`src/rtl/dmem_arbiter_pkg.sv`:
```
// Shared constants and types for the data-memory arbiter and its lane aligner.
package dmem_arbiter_pkg;

   localparam logic [2:0] F3_LB  = 3'b000;
   localparam logic [2:0] F3_LH  = 3'b001;
   localparam logic [2:0] F3_LW  = 3'b010;
   localparam logic [2:0] F3_LBU = 3'b100;
   localparam logic [2:0] F3_LHU = 3'b101;
   localparam logic [2:0] F3_SB  = 3'b000;
   localparam logic [2:0] F3_SH  = 3'b001;
   localparam logic [2:0] F3_SW  = 3'b010;

   typedef enum logic [1:0] {
      DARB_IDLE   = 2'd0,
      DARB_ACCESS = 2'd1,
      DARB_RESP   = 2'd2
   } darb_state_e;

   typedef enum logic {
      DARB_GNT_CPU = 1'b0,
      DARB_GNT_DBG = 1'b1
   } darb_gnt_e;

   // Loads allow 000/001/010/100/101; stores only 000/001/010.
   function automatic logic f3_illegal(input logic we, input logic [2:0] f3);
      return (f3[1:0] == 2'b11) || (f3[2] && (we || f3[1]));
   endfunction

endpackage

```
`src/rtl/dmem_arbiter_lsu_align.sv`:
```
// RV32 lane handling: store byte-enables/data replication, load extraction
// and sign/zero extension, plus misalignment and illegal-funct3 detection.
module dmem_arbiter_lsu_align
   import dmem_arbiter_pkg::*;
(
   input  logic        we,
   input  logic [2:0]  funct3,
   input  logic [1:0]  offset,
   input  logic [31:0] wdata,
   input  logic [31:0] word,
   output logic [3:0]  byte_enable,
   output logic [31:0] store_data,
   output logic [31:0] load_data,
   output logic        err
);

   logic [31:0] shifted;
   logic        misalign;

   assign shifted = word >> {offset, 3'b000};

   always_comb begin
      byte_enable = 4'b0000;
      store_data  = 32'h0;
      load_data   = 32'h0;
      misalign    = 1'b0;
      unique case (funct3[1:0])
         2'b00: begin
            byte_enable = 4'b0001 << offset;
            store_data  = {4{wdata[7:0]}};
            load_data   = funct3[2] ? {24'h0, shifted[7:0]}
                                    : {{24{shifted[7]}}, shifted[7:0]};
         end
         2'b01: begin
            byte_enable = 4'b0011 << offset;
            store_data  = {2{wdata[15:0]}};
            load_data   = funct3[2] ? {16'h0, shifted[15:0]}
                                    : {{16{shifted[15]}}, shifted[15:0]};
            misalign    = offset[0];
         end
         2'b10: begin
            byte_enable = 4'b1111;
            store_data  = wdata;
            load_data   = word;
            misalign    = |offset;
         end
         default: ;
      endcase
   end

   assign err = misalign || f3_illegal(we, funct3);

endmodule

```
`src/rtl/dmem_arbiter.sv`:
```
// Arbitrates CPU and debug access to the single data_memory port and
// runs each transaction through IDLE -> ACCESS -> RESP.
module dmem_arbiter
   import dmem_arbiter_pkg::*;
#(
   parameter int ADDR_W       = 32,
   parameter int MEM_BYTES    = 4096,
   parameter int DBG_PRIORITY = 0
) (
   input  logic              clk,
   input  logic              reset,
   input  logic              cpu_req_valid,
   output logic              cpu_req_ready,
   input  logic              cpu_we,
   input  logic [2:0]        cpu_funct3,
   input  logic [ADDR_W-1:0] cpu_addr,
   input  logic [31:0]       cpu_wdata,
   output logic              cpu_resp_valid,
   output logic [31:0]       cpu_rdata,
   output logic              cpu_resp_err,
   input  logic              dbg_req_valid,
   output logic              dbg_req_ready,
   input  logic              dbg_we,
   input  logic [ADDR_W-1:0] dbg_addr,
   input  logic [31:0]       dbg_wdata,
   output logic              dbg_resp_valid,
   output logic [31:0]       dbg_rdata,
   output logic [ADDR_W-1:0] mem_addr,
   output logic [31:0]       mem_data_in,
   output logic              mem_read_en,
   output logic              mem_write_en,
   output logic [3:0]        mem_byte_enable,
   input  logic [31:0]       mem_data_out
);

   darb_state_e       state;
   darb_gnt_e         gnt;
   logic              req_we;
   logic [2:0]        req_f3;
   logic [ADDR_W-1:0] req_addr;
   logic [31:0]       req_wdata;

   logic              idle;
   logic              pick_dbg;
   logic [1:0]        offset;
   logic [3:0]        la_be;
   logic [31:0]       la_sd;
   logic [31:0]       la_ld;
   logic              la_err;
   logic              err;
   logic              access;
   logic              resp;
   logic              go;

   assign idle = (state == DARB_IDLE) && !reset;

   // On a tie the requester not granted last wins, unless DBG is prioritised.
   always_comb begin
      pick_dbg = 1'b0;
      if (dbg_req_valid && !cpu_req_valid)
         pick_dbg = 1'b1;
      else if (dbg_req_valid && cpu_req_valid)
         pick_dbg = (DBG_PRIORITY != 0) || (gnt == DARB_GNT_CPU);
   end

   assign cpu_req_ready = idle && cpu_req_valid && !pick_dbg;
   assign dbg_req_ready = idle && dbg_req_valid && pick_dbg;

   // Debug accesses are whole words; their low address bits are ignored.
   assign offset = (gnt == DARB_GNT_DBG) ? 2'b00 : req_addr[1:0];

   dmem_arbiter_lsu_align u_align (
      .we          (req_we),
      .funct3      (req_f3),
      .offset      (offset),
      .wdata       (req_wdata),
      .word        (mem_data_out),
      .byte_enable (la_be),
      .store_data  (la_sd),
      .load_data   (la_ld),
      .err         (la_err)
   );

   assign err    = la_err || (req_addr >= ADDR_W'(MEM_BYTES));
   assign access = (state == DARB_ACCESS);
   assign resp   = (state == DARB_RESP);
   assign go     = access && !err;

   assign mem_addr        = access ? {req_addr[ADDR_W-1:2], 2'b00} : '0;
   assign mem_read_en     = go && !req_we;
   assign mem_write_en    = go && req_we;
   assign mem_data_in     = (go && req_we) ? la_sd : 32'h0;
   assign mem_byte_enable = !go ? 4'b0000 : (req_we ? la_be : 4'b1111);

   assign cpu_resp_valid = resp && (gnt == DARB_GNT_CPU);
   assign cpu_resp_err   = cpu_resp_valid && err;
   assign cpu_rdata      = (cpu_resp_valid && !err && !req_we) ? la_ld : 32'h0;
   assign dbg_resp_valid = resp && (gnt == DARB_GNT_DBG);
   assign dbg_rdata      = (dbg_resp_valid && !err && !req_we) ? la_ld : 32'h0;

   always_ff @(posedge clk) begin
      if (reset) begin
         state     <= DARB_IDLE;
         gnt       <= DARB_GNT_DBG;
         req_we    <= 1'b0;
         req_f3    <= 3'b000;
         req_addr  <= '0;
         req_wdata <= 32'h0;
      end else begin
         unique case (state)
            DARB_IDLE: begin
               unique case (1'b1)
                  cpu_req_ready: begin
                     req_we    <= cpu_we;
                     req_f3    <= cpu_funct3;
                     req_addr  <= cpu_addr;
                     req_wdata <= cpu_wdata;
                     gnt       <= DARB_GNT_CPU;
                     state     <= DARB_ACCESS;
                  end
                  dbg_req_ready: begin
                     req_we    <= dbg_we;
                     req_f3    <= F3_LW;
                     req_addr  <= dbg_addr;
                     req_wdata <= dbg_wdata;
                     gnt       <= DARB_GNT_DBG;
                     state     <= DARB_ACCESS;
                  end
                  default: ;
               endcase
            end
            DARB_ACCESS: state <= DARB_RESP;
            DARB_RESP:   state <= DARB_IDLE;
            default:     state <= DARB_IDLE;
         endcase
      end
   end

endmodule
```
`config.mk`:
```
export PLATFORM = sky130hd
export DESIGN_NAME = dmem_arbiter
export DESIGN_NICKNAME = d
export VERILOG_FILES = /design/src/rtl/dmem_arbiter_pkg.sv /design/src/rtl/dmem_arbiter_lsu_align.sv /design/src/rtl/dmem_arbiter.sv
export SDC_FILE = /design/constraint.sdc
export NUM_CORES = 1
export LEC_CHECK = 0
export CAP_MARGIN = 30
export CORE_ASPECT_RATIO = 0.7
export CORE_UTILIZATION = 44
export CTS_CLUSTER_DIAMETER = 50
export DETAILED_ROUTE_END_ITERATION = 6
export HOLD_SLACK_MARGIN = 0.15
export PLACE_DENSITY = 0.88
export SYNTH_ARGS = -nofsm -noshare
export SYNTH_HDL_FRONTEND = slang
export SYNTH_HIERARCHICAL = 1
export SYNTH_SLANG_ARGS = --single-unit
export TNS_END_PERCENT = 50
```
`constraint.sdc`:
```
create_clock -name clk -period 8.3 [get_ports clk]
set_input_delay 1.66 -clock clk [delete_from_list [all_inputs] [get_ports clk]]
set_output_delay 1.66 -clock clk [all_outputs]
set_load 0.005 [all_outputs]
```
== Word level (Yosys, flattened, before mapping) ==
Cells that the tools add are included.
W data, S select, Z words.

* $lt $le $gt $ge: 1
* Equality and inequality tests: 6
* Shifts and indexed selects: 3
* Mux-type cells: 22
* Bitwise logic cells: 1
* Reduce and logical (&&, ||, !) cells: 33

{| class="wikitable"
|+ Operator list
! cell !! count
|-
| $mux W32 || 6
|-
| $pmux W32 S3 || 2
|-
| $pmux W32 S2 || 2
|-
| $ge A32 B13 Y1 const B || 1
|-
| $shr A32 B5 Y16 || 1
|-
| $logic_and A1 B1 Y1 || 18
|-
| $pmux W4 S3 || 1
|-
| $mux W4 || 2
|-
| $eq A2 B2 Y1 const B || 3
|-
| $pmux W1 S2 || 3
|-
| $pmux W3 S2 || 1
|-
| $logic_not A1 Y1 || 5
|-
| $eq A2 B1 Y1 const B || 2
|-
| $logic_not A2 Y1 || 2
|-
| $logic_or A1 B1 Y1 || 4
|-
| $mux W2 || 2
|-
| $pmux W2 S2 || 1
|-
| $reduce_or A2 Y1 || 2
|-
| $shl A1 B2 Y4 const A || 1
|-
| $shl A2 B2 Y4 const A || 1
|-
| $mux W1 || 2
|-
| $ne A2 B2 Y1 const B || 1
|-
| $reduce_and A2 Y1 || 1
|-
| $reduce_bool A2 Y1 || 1
|-
| $not A1 Y1 || 1
|}

* Flip-flop bits (word level): 71

== Depth between registers and ports, before layout ==
* Depth after elaboration: 9
* Mapped depth: 13
* Mapped depth without buffers: 9

== Modules after synthesis ==
The synthesis kept the hierarchy.

{| class="wikitable"
|+ By module, submodules not included
! module !! instances !! cells each !! area each (um^2) !! seq. area each (um^2)
|-
| dmem_arbiter || 1 || 661 || 4,718.3 || 1,421.4
|-
| dmem_arbiter_lsu_align || 1 || 212 || 1,271.2 || 0.0
|}

== Worst setup path before layout ==
OpenSTA, ideal clock, no wires.

* Kind: input -> output
* From: in mem_data_out[31]
* To: out cpu_rdata[21]
* Arrival time: 2.932 ns
* Required time: 6.640 ns
* Setup slack: 3.708 ns
* Cell stages on the path: 7
* Path buffers: 1
* Path through: mux2i_1 -> nand3b_1 -> a311oi_4 -> buf_6 -> a21o_1 -> nand2b_1 -> nor4_1

* Word-level cells in the longest chain between the ends: 4
* Elaborated cells on any way between the ends: 5
* Classes of those cells: shift (1); mux (4)

{| class="wikitable"
|+ RTL lines
! what !! line !! RTL
|-
| from (decl) || dmem_arbiter.sv:33 || <nowiki>input logic [31:0] mem_data_out</nowiki>
|-
| $shr A32 B5 Y16 * || dmem_arbiter_lsu_align.sv:20 || <nowiki>assign shifted = word >> {offset, 3'b000};</nowiki>
|-
| $mux W32, on equally long branches || dmem_arbiter_lsu_align.sv:37, dmem_arbiter_lsu_align.sv:31 ||
|-
| $pmux W32 S3 * || dmem_arbiter_lsu_align.sv:27 || <nowiki>unique case (funct3[1:0])</nowiki>
|-
| via la_ld[21] || dmem_arbiter.sv:48 || <nowiki>logic [31:0] la_ld;</nowiki>
|-
| $mux W32 * || dmem_arbiter.sv:97 || <nowiki>assign cpu_rdata = (cpu_resp_valid && !err && !req_we) ? la_ld : 32'h0;</nowiki>
|-
| to (decl) || dmem_arbiter.sv:19 || <nowiki>output logic [31:0] cpu_rdata,</nowiki>
|}

Mark *: on every way through the listed nets, which the timed path passes. The rest lies on a longest branch.

== Worst setup path after layout ==
* From: in mem_data_out[23]
* To: out cpu_rdata[18]

The elaborated chain is that of the path after synthesis.

==> reports/qor_table.md <==
| Stage | Result | This run |
| --- | --- | --- |
| synth | Synthesized instance count | 873 |
| synth | Largest family of logic cells by synthesized area | simple AND/OR/NAND/NOR gates |
| sta | Final setup fails | 0 |
| routing | Violation count after the first detailed-route iteration | 680 |
| final layout | Leading cell types in the layout, fill and taps excluded | sky130_fd_sc_hd__clkdlybuf4s50_1, sky130_fd_sc_hd__nand2_1, sky130_fd_sc_hd__nor3_1, sky130_fd_sc_hd__dfxtp_1, sky130_fd_sc_hd__nor4_1 |
| die | Die Ht | 99.6 um |
| synth | Share of the yosys chip area belonging to registers | 0.237 |
| final layout | Final-layout fill cell count | 1143 |
| power and ir drop | Peak supply drop | 97.9 uV |
| global route | Met2 capacity usage during global routing | 0.527 |
| placed design | HPWL Detailed | 17000 um |
| worst setup path | Critical path's slowest cell | sky130_fd_sc_hd__a311oi_4 |
| final layout | Total non-filler cell area in the finished layout | 9310 um2 |
| worst setup path | Worst reg2reg setup slack | 5.76 ns |
| synth | Synth warn | 6 |
| global route | Met3 demand-to-capacity share in global routing | 0.0905 |
| final layout | Fraction of final layout cells with drive strength greater than 1 | 0.0611 |
| clocking | TritonCTS sink count | 71 |
| clocking | Maximum buffer depth of the clock tree | 2 |
| clocking | Post-CTS resize count | 0 |
| power and ir drop | Net load switching power | 441 uW |
| worst setup path | Critical path required time | 6.64 ns |
| synth | Share of synthesized cell area in full adder, half adder and majority cells | 0.00836 |
| placed design | Post-DP Area | 8990 um2 |
| synth | Simple-gate share of the synthesized area | 0.407 |
| synth | Leading register cell type out of synthesis | sky130_fd_sc_hd__dfxtp_1 |
| clocking | Clock-pin slew on the worst setup and hold paths | 0.06 ns |
| worst setup path | Arrival time reported for the critical path endpoint | 4.49 ns |
| sta | Final total negative setup slack | 0 ns |
| placed design | Final GP Congestion | 0.988 |
| global route | Number of global-route vias before repair | 6776 |
| synth | XOR/XNOR Fraction of Synth Area | 0 |
| global route | Maximum number of pins on one net before global-route repair | 72 |
| worst setup path | Startpoint Class | primary input |
| clocking | Root Driver | sky130_fd_sc_hd__clkbuf_16 |
| die | Overall die area | 14100 um2 |
| final layout | Diodes inserted | 0 |
| routing | Wire per inst | 18.7 um |
| final layout | Signed area change from the synthesized netlist to the final layout | 55.4% |
| power and ir drop | Net switching share of the total power | 0.347 |
| final layout | Register cell area after layout | 1420 um2 |
| power and ir drop | Relative contribution of the clock network to total power | 0.326 |
| routing | Vias per cell | 5.90 |
| clocking | H-tree Lvls | 3 |
| placed design | Quantity of I/O buffers inserted on ports | 305 |
| clocking | Number of setup buffers added after CTS | 0 |
| routing | Number of nets with antenna violations after routing | 0 |
| die | Die Wd | 141 um |
| routing | Post-detailed-routing wire length | 24000 um |
| worst setup path | Worst path cell trace | clkdlybuf4s50_1 > mux2i_1 > nand3b_1 > a311oi_4 > a21o_1 > nand2b_1 > nor4_1 > clkdlybuf4s50_1 |
| die | Count of boundary I/O pins | 308 |
| clocking | Hold-fix buffer count after cts | 0 |
| power and ir drop | Total chip power | 1270 uW |
| sta | Tmin final | 6.15 ns |
| sta | Relative slew slack | 0.313 |
| clocking | Number of buffers inserted during clock tree synthesis | 9 |
| global route | Gr ovfl total | 0 |
| synth | Netlist area before placement | 5990 um2 |
| power and ir drop | PwrDens | 136 nW/um2 |
| global route | Grt peak-use layer | met2 |
| global route | Total global routing track utilization | 0.330 |
| sta | Slew at the pin closest to its max-slew limit | 1.03 ns |
| power and ir drop | Internal power | 829 uW |
| synth | Complex-gate fraction of the synthesized area | 0.239 |
| global route | Global routing usage on met1 | 0.429 |
| routing | Total via count in the routed design | 7561 |
| routing | Detailed-route DRC error count | 0 |
| global route | First-pass GRT wire length | 36900 um |
| sta | FMAX | 163 MHz |
| synth | Number of distinct library cells after synthesis | 47 |
| routing | Count of TritonRoute iterations in the first routing pass | 6 |
| final layout | Most common cell after layout, fill and taps aside | sky130_fd_sc_hd__clkdlybuf4s50_1 |
| synth | Fraction of synthesis flops using an asynchronous set or reset pin | 0 |
| synth | Post-synth EDFFs | 0 |
| hold path | Worst Hold Class | reg -> reg |
| final layout | Multi-input gate area | 4100 um2 |
| sta | Pins over their slew limit | 0 |
| power and ir drop | Logic pwr share | 0.359 |
| worst setup path | Dominant cell type by count on the critical path | sky130_fd_sc_hd__clkdlybuf4s50_1 |
| job | Max-capacitance violation count | 0 |
| worst setup path | Worst stage delay on the critical path | 0.79 ns |
| clocking | Clk_lat worst skew | 0.32 ns |
| sta | Post-route fraction of the period consumed by the critical path | 0.741 |
| power and ir drop | Share of power burned in registers | 0.315 |
| power and ir drop | Leakage dissipation | 0.00306 uW |
| worst setup path | Sort of element at the end of the critical path | output port |
| synth | Syn_area_per_cell | 6.86 um2 |
| die | Initial core utilization | 0.453 |
| clocking | CTS tree | done |
| sta | Number of hold-slack violations in the final timing report | 0 |
| synth | Proportion of synthesized area in mux cells | 0.0203 |
| final layout | Layout net count | 1265 |
| worst setup path | Biggest fanout along the worst timing path | 16 |
| sta | Clock skew | 0.0102 ns |
| run status | Status | finished clean |
| global route | Initial antenna violation count | 0 |
| die | Num rows | 35 |
| synth | Flip-flop and latch count after synthesis | 71 |
| sta | RSZ-0062 raised after global routing | no |
| worst setup path | WS Path Type | in -> out |
| die | Core outline area | 13200 um2 |
[flip-flops by register name, summed over array words and instances, names as in the netlist]
| signal | count |
|---|---|
| req_we | 1 |
| gnt | 1 |
| state | 2 |
| req_addr | 32 |
| req_f3 | 3 |
| req_wdata | 32 |
[logic make-up (layout without fill, tap and decap cells)]
group	Yosys count	count (layout)
buffers and inverters	123	345
and+or+nand+nor	492	492
DFF	71	71
adders and majority gates	4	4
muxes	12	12
other	1	2
AOI/OAI and AO/OA	170	170
[power groups by stage]
stage | combinational [uW] | sequential [uW] | clock, uW
global route | 490 | 403 | 437
CTS | 449 | 399 | 420
finish | 456 | 400 | 415
global placement | 423 | 405 | 0
detailed placement | 446 | 406 | 0
floorplan | 277 | 394 | 0
[cells in the mapped netlist, types with 2 or more instances]
master | n | area share
sky130_fd_sc_hd__a2111oi_0 | 4 | 0.0058
sky130_fd_sc_hd__buf_4 | 3 | 0.0038
sky130_fd_sc_hd__buf_1 | 8 | 0.0050
sky130_fd_sc_hd__nand3_1 | 36 | 0.030
sky130_fd_sc_hd__nand3b_1 | 3 | 0.0038
sky130_fd_sc_hd__a311oi_2 | 19 | 0.048
sky130_fd_sc_hd__nand2b_1 | 34 | 0.036
sky130_fd_sc_hd__a21o_1 | 18 | 0.023
sky130_fd_sc_hd__a22oi_1 | 10 | 0.013
sky130_fd_sc_hd__mux2i_1 | 11 | 0.018
sky130_fd_sc_hd__a21oi_1 | 29 | 0.024
sky130_fd_sc_hd__o31ai_1 | 2 | 0.0025
sky130_fd_sc_hd__clkbuf_1 | 86 | 0.054
sky130_fd_sc_hd__a311oi_1 | 47 | 0.069
sky130_fd_sc_hd__o21ai_0 | 11 | 0.0092
sky130_fd_sc_hd__a221oi_1 | 7 | 0.010
sky130_fd_sc_hd__nor4_1 | 69 | 0.072
sky130_fd_sc_hd__nor2b_1 | 5 | 0.0052
sky130_fd_sc_hd__and2_1 | 40 | 0.042
sky130_fd_sc_hd__buf_2 | 11 | 0.0092
sky130_fd_sc_hd__o211ai_1 | 7 | 0.0088
sky130_fd_sc_hd__nor3_1 | 100 | 0.084
sky130_fd_sc_hd__a211oi_1 | 2 | 0.0025
sky130_fd_sc_hd__ha_1 | 4 | 0.0084
sky130_fd_sc_hd__dfxtp_1 | 71 | 0.24
sky130_fd_sc_hd__a22o_1 | 7 | 0.010
sky130_fd_sc_hd__nand2_1 | 178 | 0.11
sky130_fd_sc_hd__nor2_1 | 19 | 0.012
sky130_fd_sc_hd__inv_1 | 10 | 0.0063
sky130_fd_sc_hd__buf_6 | 5 | 0.0094
[final cells by class]
cell class | instances | share of cell area
Clock inverter | 5 | 0.00887
Inverter | 10 | 0.00403
Clock buffer | 10 | 0.0257
Tap cell | 185 | 0.0249
Sequential cell | 71 | 0.153
Timing Repair Buffer | 320 | 0.344
Multi-Input combinational cell | 680 | 0.440
[layer usage]
layer | part of all wire | wire, um
met1 | 0.42 | 10100
met2 | 0.46 | 11000
met3 | 0.090 | 2150
met4 | 0.031 | 733
met5 | 0 | 0
[per-stage QoR]
step	hold WS [ns]	util	setup slack (ns)	cells
3_3_place_gp	0.473	0.675	2.41	1263
3_5_place_dp	0.479	0.680	2.24	1266
4_1_cts	0.490	0.704	2.24	1281
6_report	0.492	0.704	2.15	1281
2_1_floorplan	0.460	-	3.71	874
5_1_grt	0.507	0.704	2.08	1281
[worst max-delay path: cells and delay by family]
| family | cells | cell delay, ns |
|---|---|---|
| buf+inv | 2 | 1.13 |
| compound gates | 2 | 0.94 |
| simple gates | 3 | 0.64 |
| mux | 1 | 0.11 |
[final timing paths]
path                                  startpoint            end  depth (start not counted)
worst max-delay path            mem_data_out[23]  cpu_rdata[18]                          8
worst min-delay path                 req_addr[6]    req_addr[6]                          2
worst max register to register               gnt  req_wdata[11]                          5
worst min register to register       req_addr[6]    req_addr[6]                          2
Power figures use the tool's default switching activity.
